[src/rtl/spi_master_multi.sv]
// spi_master_multi: single-clock SPI master with all four CPOL/CPHA modes,
// runtime SCLK half-period divider, one-hot active-low slave selects and a
// completion pulse. SCLK is a registered output generated on clk.
// Optional build macro SPI_MASTER_LSB_FIRST_EN adds the lsb_first input
// (latched per transfer) for LSB-first shifting; without it transfers are
// MSB-first only.
module spi_master_multi #(
    parameter int unsigned SPI_MAXLEN = 32,
    parameter int unsigned NUM_SS     = 4,
    parameter int unsigned DIV_W      = 16
) (
    input  logic                          clk,
    input  logic                          sreset,
    input  logic                          start_cmd,
    output logic                          spi_drv_rdy,
    input  logic [$clog2(SPI_MAXLEN):0]   n_clks,
    input  logic [DIV_W-1:0]              clk_div,
    input  logic                          cpol,
    input  logic                          cpha,
    input  logic [$clog2(NUM_SS)-1:0]     ss_sel,
    input  logic [SPI_MAXLEN-1:0]         tx_data,
    output logic [SPI_MAXLEN-1:0]         rx_miso,
    output logic                          rx_valid,
    output logic                          SCLK,
    output logic                          MOSI,
    input  logic                          MISO,
`ifdef SPI_MASTER_LSB_FIRST_EN
    input  logic                          lsb_first,
`endif
    output logic [NUM_SS-1:0]             SS_N
);

    localparam int unsigned CW = $clog2(SPI_MAXLEN) + 1;  // bit count / pointer width
    localparam int unsigned IW = $clog2(SPI_MAXLEN);      // bit index width
    localparam int unsigned HW = CW + 1;                  // half-period count width

    typedef enum logic [1:0] {S_IDLE, S_SETUP, S_XFER, S_HOLD} state_t;

    state_t                 state_q, state_d;
    logic [DIV_W-1:0]       cnt_q, cnt_d;
    logic [DIV_W-1:0]       div_q, div_d;
    logic [CW-1:0]          n_q, n_d;
    logic                   cpol_q, cpol_d;
    logic                   cpha_q, cpha_d;
    logic [SPI_MAXLEN-1:0]  tx_q, tx_d;
    logic [CW-1:0]          ptr_q, ptr_d;
    logic [HW-1:0]          hcnt_q, hcnt_d;
    logic [CW-1:0]          bcnt_q, bcnt_d;
    logic [SPI_MAXLEN-1:0]  rxsh_q, rxsh_d;
    logic                   rdy_q, rdy_d;
    logic [NUM_SS-1:0]      ss_n_q, ss_n_d;
    logic                   sclk_q, sclk_d;
    logic                   mosi_q, mosi_d;
    logic [SPI_MAXLEN-1:0]  rx_miso_q, rx_miso_d;
    logic                   rx_valid_q, rx_valid_d;

    logic                   legal_c;
    logic                   accept_c;
    logic                   lsb_c;
    logic                   lsb_in_c;
    logic [DIV_W-1:0]       div_eff_c;
    logic [CW-1:0]          first_c;
    logic [CW-1:0]          ptr_next_c;
    logic [CW-1:0]          rxpos_c;
    logic [HW-1:0]          k_c;
    logic [HW-1:0]          last_hp_c;

`ifdef SPI_MASTER_LSB_FIRST_EN
    logic lsb_q;

    // Bit-order select captured with the rest of the command
    always_ff @(posedge clk) begin
        if (sreset) begin
            lsb_q <= 1'b0;
        end else if (accept_c) begin
            lsb_q <= lsb_first;
        end
    end

    assign lsb_c    = lsb_q;
    assign lsb_in_c = lsb_first;
`else
    assign lsb_c    = 1'b0;
    assign lsb_in_c = 1'b0;
`endif

    // Command qualification and per-transfer derived values
    assign legal_c    = (n_clks != '0) && (32'(n_clks) <= SPI_MAXLEN) && (32'(ss_sel) < NUM_SS);
    assign accept_c   = (state_q == S_IDLE) && rdy_q && start_cmd && legal_c;
    assign div_eff_c  = (clk_div == '0) ? DIV_W'(1) : clk_div;
    assign first_c    = lsb_in_c ? '0 : n_clks - CW'(1);
    assign ptr_next_c = lsb_c ? ptr_q + CW'(1) : ptr_q - CW'(1);
    assign rxpos_c    = lsb_c ? bcnt_q : n_q - CW'(1) - bcnt_q;
    assign k_c        = (state_q == S_SETUP) ? '0 : hcnt_q + HW'(1);
    assign last_hp_c  = {n_q, 1'b0} - HW'(1);

    // State and output registers
    always_ff @(posedge clk) begin
        if (sreset) begin
            state_q    <= S_IDLE;
            cnt_q      <= '0;
            div_q      <= DIV_W'(1);
            n_q        <= '0;
            cpol_q     <= 1'b0;
            cpha_q     <= 1'b0;
            tx_q       <= '0;
            ptr_q      <= '0;
            hcnt_q     <= '0;
            bcnt_q     <= '0;
            rxsh_q     <= '0;
            rdy_q      <= 1'b1;
            ss_n_q     <= '1;
            sclk_q     <= 1'b0;
            mosi_q     <= 1'b0;
            rx_miso_q  <= '0;
            rx_valid_q <= 1'b0;
        end else begin
            state_q    <= state_d;
            cnt_q      <= cnt_d;
            div_q      <= div_d;
            n_q        <= n_d;
            cpol_q     <= cpol_d;
            cpha_q     <= cpha_d;
            tx_q       <= tx_d;
            ptr_q      <= ptr_d;
            hcnt_q     <= hcnt_d;
            bcnt_q     <= bcnt_d;
            rxsh_q     <= rxsh_d;
            rdy_q      <= rdy_d;
            ss_n_q     <= ss_n_d;
            sclk_q     <= sclk_d;
            mosi_q     <= mosi_d;
            rx_miso_q  <= rx_miso_d;
            rx_valid_q <= rx_valid_d;
        end
    end

    // Next-state: phase timing, SCLK toggling, MOSI shifting and MISO sampling
    always_comb begin
        state_d    = state_q;
        cnt_d      = cnt_q;
        div_d      = div_q;
        n_d        = n_q;
        cpol_d     = cpol_q;
        cpha_d     = cpha_q;
        tx_d       = tx_q;
        ptr_d      = ptr_q;
        hcnt_d     = hcnt_q;
        bcnt_d     = bcnt_q;
        rxsh_d     = rxsh_q;
        rdy_d      = rdy_q;
        ss_n_d     = ss_n_q;
        sclk_d     = sclk_q;
        mosi_d     = mosi_q;
        rx_miso_d  = rx_miso_q;
        rx_valid_d = 1'b0;

        case (state_q)
            S_IDLE: begin
                rdy_d  = 1'b1;
                ss_n_d = '1;
                mosi_d = 1'b0;
                sclk_d = cpol;
                if (accept_c) begin
                    state_d = S_SETUP;
                    rdy_d   = 1'b0;
                    div_d   = div_eff_c;
                    cnt_d   = div_eff_c - DIV_W'(1);
                    n_d     = n_clks;
                    cpol_d  = cpol;
                    cpha_d  = cpha;
                    tx_d    = tx_data;
                    hcnt_d  = '0;
                    bcnt_d  = '0;
                    rxsh_d  = '0;
                    ss_n_d  = ~(NUM_SS'(1) << ss_sel);
                    if (!cpha) begin
                        // Mode with leading-edge sampling: first bit valid during SETUP
                        mosi_d = tx_data[IW'(first_c)];
                        ptr_d  = lsb_in_c ? first_c + CW'(1) : first_c - CW'(1);
                    end else begin
                        ptr_d  = first_c;
                    end
                end
            end
            S_SETUP, S_XFER: begin
                if (cnt_q != '0) begin
                    cnt_d = cnt_q - DIV_W'(1);
                end else begin
                    cnt_d = div_q - DIV_W'(1);
                    if ((state_q == S_XFER) && (hcnt_q == last_hp_c)) begin
                        state_d = S_HOLD;
                    end else begin
                        // Entering half-period k: even k is a leading edge, odd k trailing
                        state_d = S_XFER;
                        hcnt_d  = k_c;
                        sclk_d  = ~sclk_q;
                        if (k_c[0] == cpha_q) begin
                            rxsh_d[IW'(rxpos_c)] = MISO;
                            bcnt_d = bcnt_q + CW'(1);
                        end else if (cpha_q || (k_c != last_hp_c)) begin
                            mosi_d = tx_q[IW'(ptr_q)];
                            ptr_d  = ptr_next_c;
                        end
                    end
                end
            end
            S_HOLD: begin
                if (cnt_q != '0) begin
                    cnt_d = cnt_q - DIV_W'(1);
                end else begin
                    state_d    = S_IDLE;
                    ss_n_d     = '1;
                    rx_miso_d  = rxsh_q;
                    rx_valid_d = 1'b1;
                    rdy_d      = 1'b1;
                    mosi_d     = 1'b0;
                    sclk_d     = cpol_q;
                end
            end
            default: begin
                state_d = S_IDLE;
            end
        endcase
    end

    assign spi_drv_rdy = rdy_q;
    assign SS_N        = ss_n_q;
    assign SCLK        = sclk_q;
    assign MOSI        = mosi_q;
    assign rx_miso     = rx_miso_q;
    assign rx_valid    = rx_valid_q;

endmodule

[config.mk]
export PLATFORM = sky130hd
export DESIGN_NAME = spi_master_multi
export DESIGN_NICKNAME = d
export VERILOG_FILES = /design/src/rtl/spi_master_multi.sv
export SDC_FILE = /design/constraint.sdc
export NUM_CORES = 1
export LEC_CHECK = 0
export BUFFER_PORTS_ARGS = -buffer_cell sky130_fd_sc_hd__buf_2
export CAP_MARGIN = 20
export CORE_ASPECT_RATIO = 0.8
export CORE_UTILIZATION = 47
export DETAILED_ROUTE_END_ITERATION = 12
export GPL_TIMING_DRIVEN = 1
export PLACE_DENSITY = 0.76
export SLEW_MARGIN = 20
export SYNTH_ARGS = -nofsm -noshare
export SYNTH_HDL_FRONTEND = slang
export SYNTH_SLANG_ARGS = --single-unit
[constraint.sdc]
create_clock -name clk -period 2.7 [get_ports clk]
set_input_delay 0.135 -clock clk [delete_from_list [all_inputs] [get_ports clk]]
set_output_delay 0.135 -clock clk [all_outputs]
set_load 0.03 [all_outputs]
; ---- Yosys cells after proc, flatten, opt, wreduce, memory -nomap -nowiden
; Cells that the tools add are included.
[word_totals]
ff_bits = 165
inputBits = 62
wordCells = 135
[op_classes]
addsub = 11
magnitude_cmp = 5
n_eq_ne = 14
shifts = 1
n_mux = 58
bitwise = 4
n_reduce_logical = 25
[op_table]
columns = operator, n
row1 = two-way mux 32 bit, 4
row2 = two-way mux 16 bit, 4
row3 = one-hot mux 32 bit (2 select lines), 1
row4 = two-way mux 6 bit, 10
row5 = one-hot mux 16 bit (3 select lines), 1
row6 = "subtractor 16 x 1 -> 16 bit, second input constant", 3
row7 = bitwise mux 32 bit, 1
row8 = two-way mux 7 bit, 4
row9 = one-hot mux 6 bit (2 select lines), 2
row10 = "< comparator 5 x 6 -> 1 bit, second input constant", 3
row11 = "subtractor 6 x 1 -> 6 bit, second input constant", 3
row12 = two-way mux 1 bit, 17
row13 = zero test 16 bit, 1
row14 = "!= test 2 bit, second input constant", 8
row15 = nonzero test 16 bit, 1
row16 = one-hot mux 7 bit (2 select lines), 1
row17 = binary-select mux 1 bit (select 5 bit), 2
row18 = AND reduction 5 bit, 2
row19 = two-way mux 4 bit, 2
row20 = one-hot mux 4 bit (2 select lines), 1
row21 = AND reduction 2 bit, 4
row22 = "adder 7 x 1 -> 7 bit, second input constant", 1
row23 = == test 7 bit, 1
row24 = != test 7 bit, 1
row25 = other kinds (26), 40

; ---- Depth between registers and ports, before layout
[depth]
ltp_word = 11
ltp_mapped = 12
mapped_depth_nobuf = 10

; ---- Worst setup path before layout
; Ideal clock, no wire load.
[synth_path]
path_type = input-to-reg
from = input n_clks[0]
to = register mosi_q, in the netlist MOSI
setup_ns = 0.129
arrival_ns = 2.672
required_time_ns = 2.571
setup_slack_ns = -0.101
cell_stages = 10
path_buffers = 2
cell_sequence = buf_1 inv_1 ha_1 buf_1 mux4_2 mux4_2 mux2i_1 o32ai_1 nor4b_1 nor3_1
[synth_via]
elab_chain_cells = 6
[synth_lines]
columns = item, line
row1 = from (decl), 16  ; input logic [$clog2(SPI_MAXLEN):0] n_clks,
row2 = subtractor 6 x 1 -> 6 bit, 91  ; assign first_c = lsb_in_c ? '0 : n_clks - CW'(1);
row3 = binary-select mux 1 bit (select 5 bit), 179  ; mosi_d = tx_data[IW'(first_c)];
row4 = two-way mux 1 bit (not written as such), 179
row5 = two-way mux 1 bit, 177  ; if (!cpha) begin
row6 = two-way mux 1 bit *, 164  ; if (accept_c) begin
row7 = one-hot mux 1 bit (3 select lines) *, 158  ; case (state_q)
row8 = to (signal assigned), 132  ; mosi_q <= mosi_d;
row9 = to (decl), 53  ; logic mosi_q, mosi_d;
; Mark *: on every way between the ends. The rest lies on a longest branch, timed or not. The select of a mux whose other input is x is not followed.
; A chain may end at the register's enable or synchronous reset.

; ---- Worst setup path after layout
[layout_path]
from = register cnt_q[4]
to = register ptr_q[2]
[layout_via]
elab_chain_cells = 3
[layout_lines]
columns = item, line
row1 = from (decl), 40  ; logic [DIV_W-1:0] cnt_q, cnt_d;
row2 = from (signal assigned), 119  ; cnt_q <= cnt_d;
row3 = nonzero test 16 bit, 187  ; if (cnt_q != '0) begin
row4 = != test 2 bit (no source line), -
row5 = AND reduction 6 bit (no source line), -
row6 = to (signal assigned), 125  ; ptr_q <= ptr_d;
row7 = to (decl), 46  ; logic [CW-1:0] ptr_q, ptr_d;
; No other way between the ends.

==> run_results.csv <==
group,metric,value,unit
outcome,outcome,"finished with violations",
outcome,violations,"setup timing",
worst_hold_path,holdPathStages,3,
critical_path,crit_arrival,3.11,ns
critical_path,r2r_end,"ptr_q[2]",
sta,slew_headroom,0.536,
sta,rsz0062_at_grt,"yes",
critical_path,crit_required,3.07,ns
placed_design,portBuffers,101,
final_layout,nets,1380,
yosys,synth_area,0.00897,mm²
pwr,p_leak,4.30,nW
critical_path,critPathMaxFanout,4,
critical_path,start_kind,"register",
detailed_routing,wl_per_cell,16.9,µm
yosys,synth_top_area_share,0.364,
yosys,synth_most_common_cell,"nand2_1",
cts,cts_tree,"built",
sta,report.final.slew_viol_count,0,
cts,h-tree-depth,4,
global_routing,grt_max_degree,67,
detailed_routing,vias,9045,
sta,fin_crit_sh,1.02,
die,io_pins,102,
sta,max_freq,365,MHz
pwr,ir_drop,0.483,mV
yosys,muxShareOfSynthArea,0.0536,
sta,fin_setup_tns,-0.0508,ns
cts,clk_pin_slew_worst_paths,0.07,ns
critical_path,reg2reg_from,"cnt_q[4]",
sta,worst_slew_pin_slew,0.690,ns
yosys,syn_area_per_cell,7.98,µm²
yosys,syn-num-nets,1205,
detailed_routing,dr.first_iter.drc_count,1142,
global_routing,overflow,0,
sta,setup_violations,2,
sta,fin_crit,2.74,ns
yosys,synth_adder_area_share,0.0274,
yosys,yosys-top-cells-count,"218 x nand2_1, 163 x dfxtp_1, 126 x a21oi_1, 88 x nor2_1, 59 x clkbuf_1",
cts,clk_latency,0.44,ns
critical_path,critPathCaptureType,"register",
die,die_y,126,µm
cts,cts_buffer_depth,2,
yosys,synth_ff_type,"dfxtp_1",
worst_hold_path,hold_path.class,"input pin to register",
detailed_routing,ant_nets,0,
yosys,yosys_warnings,0,
critical_path,crit_type,"register to register",
detailed_routing,vias_per_cell,5.78,
final_layout,layout-drive-gt1-share,0.224,
die,rows,44,
detailed_routing,drtPass1Iterations,5,
cts,root_buffer,"clkbuf_16",
die,die-area,0.0196,mm²
run,maxCapViolCount,0,
cts,numCtsBuffers,17,
final_layout,syn_to_final_growth,28.7,%
placed_design,place_congestion,0.894,
yosys,synth_top_area_cell,"dfxtp_1",
yosys,synth_compound_area_frac,0.192,
detailed_routing,wl,26400,µm
yosys,synth-xor-area-share,0.0685,
yosys,synth-simple-area-share,0.246,
global_routing,grt_pass1_wl,42300,µm
yosys,synth.area.top_cells,"dfxtp_1 36%, nand2_1 9.1%, a21oi_1 7.0%",
sta,worst_clock_skew,0.0110,ns
pwr,power.density,794,mW/mm²
global_routing,antenna_found_initial,1,
critical_path,worst-r2r-cell-count,7,
worst_hold_path,hold_start,"n_clks[4]",
yosys,synth_edf_count,0,
global_routing,grt_usage,0.269,
yosys,synth_top_family_by_area,"simple AND/OR/NAND/NOR gates",
cts,cts.sinks,163,
worst_hold_path,min_to,"n_q[4]",
global_routing,grt_pass1_vias,8565,
yosys,ys_seq_area_frac,0.364,
yosys,ys_async_sr_fraction,0,
sta,worst_slack,-0.0412,ns
yosys,synth_cells,1124,
die,core_area,0.0184,mm²
critical_path,r2r_slack,-0.04,ns
yosys,synth_cell_type_count,72,
sta,finalHoldViolations,0,
die,die_w,156,µm
yosys,synth_seq_cells,163,
detailed_routing,drc,0,
sta,whs,0.0122,ns
die,initial_core_util,0.488,
placed_design,place_hpwl,17000,µm
-- metal layers --
metal | vias up | global-route usage | wire length [µm]
li1 | 4352 | - | -
met1 | 4204 | 0.377 | 12000
met2 | 444 | 0.405 | 11500
met3 | 45 | 0.0672 | 2370
met4 | 0 | 0.0836 | 539
met5 | - | 0 | 0
-- registers in the layout (all words and copies together), names as in the netlist, 5 cells and up --
name,count
cnt_q,16
ptr_q,5
tx_q,32
rx_miso,32
rxsh_q,32
bcnt_q,5
hcnt_q,7
div_q,16
n_q,6
-- layout by cell type, fill, tap and decap left out, types with 7 or more instances in the layout --
master         netlist  routed
mux4_2              20      20
nand2b_1            15      15
nand4_1              7       7
buf_4                1      75
xnor2_1             37      36
xor2_1              28      27
o21ai_0             56      55
clkbuf_16            0      17
buf_2                3     100
dlygate4sd3_1        0      51
ha_1                18      18
nand2_1            218     217
nand3_1             14      12
nor2_1              88      87
a21oi_1            126     122
dfxtp_1            163     160
or4_1               10       7
a22oi_1             32      32
nor3_1              24      22
nor4_1              45      40
a211o_1              8       8
inv_1               22      22
or3_1                7       7
-- layout make-up --
type / instances / area (µm²)
fillers: 1542 / 6850
clock buffers: 19 / 453
flip-flops and latches: 163 / 3270
clock inverters: 13 / 163
well taps: 253 / 317
multi-input cells: 862 / 5540
inverters: 22 / 82.6
repair buffers: 233 / 1710
diodes: 1 / 2.50
-- cell families (layout without fill, tap and decap cells) --
| family | after synthesis | in the layout |
|---|---|---|
| AND/OR/NAND/NOR | 470 | 470 |
| AO/OA/AOI/OAI | 283 | 283 |
| flip-flops | 163 | 163 |
| buffers and inverters | 99 | 287 |
| XOR/XNOR | 67 | 67 |
| multiplexers | 23 | 23 |
| adder cells (fa/ha/maj) | 19 | 19 |
| other | 0 | 1 |
-- stage by stage --
stage	total power, W	setup slack [ns]	instance area [µm²]	util	instances
detailed placement	0.00610	0.0147	10100	0.548	1476
global route	0.00964	-0.0743	11500	0.628	1566
global placement	0.00605	0.0293	10100	0.548	1476
floorplan	0.00509	0.0372	8990	-	1124
finish	0.00916	-0.0412	11500	0.628	1566
CTS	0.00881	-0.00141	11300	0.613	1562
-- worst max path at each step --
stage / from / end / depth (start not counted)
final: cnt_q[4] / ptr_q[2] / 7
after global routing: cnt_q[4] / ptr_q[2] / 7
after CTS: cnt_q[2] / rxsh_q[25] / 8
after detailed placement: n_q[0] / rxsh_q[28] / 11
after global placement: cnt_q[2] / ptr_q[1] / 8
after floorplan: bcnt_q[0] / rxsh_q[22] / 11
-- worst max-delay path: stages (launching register included) --
cell and delay, ns:
dfxtp_2 0.32, or4_4 0.54, or4b_4 0.60, o21ai_2 0.19
o211ai_1 0.19, nand2b_4 0.20, or4_1 0.47, a31oi_1 0.16
-- power breakdown --
| group | internal (W) | switching, W | leakage, nW |
|---|---|---|---|
| Sequential | 0.00261 | 0.000199 | 1.32 |
| Combinational | 0.00160 | 0.00221 | 2.67 |
| Clock | 0.00145 | 0.00111 | 0.298 |
-- repair_timing --
item / in CTS / in global routing
endpoints found under the hold margin: 51 / 0
hold buffers: 51 / 0
resized for setup: 5 / 46
setup endpoints to repair: 7 / 55
gates cloned: 1 / 0
pin swaps: 2 / 15
setup buffers: 2 / 2
No activity file was read; power rests on OpenSTA's default activity.
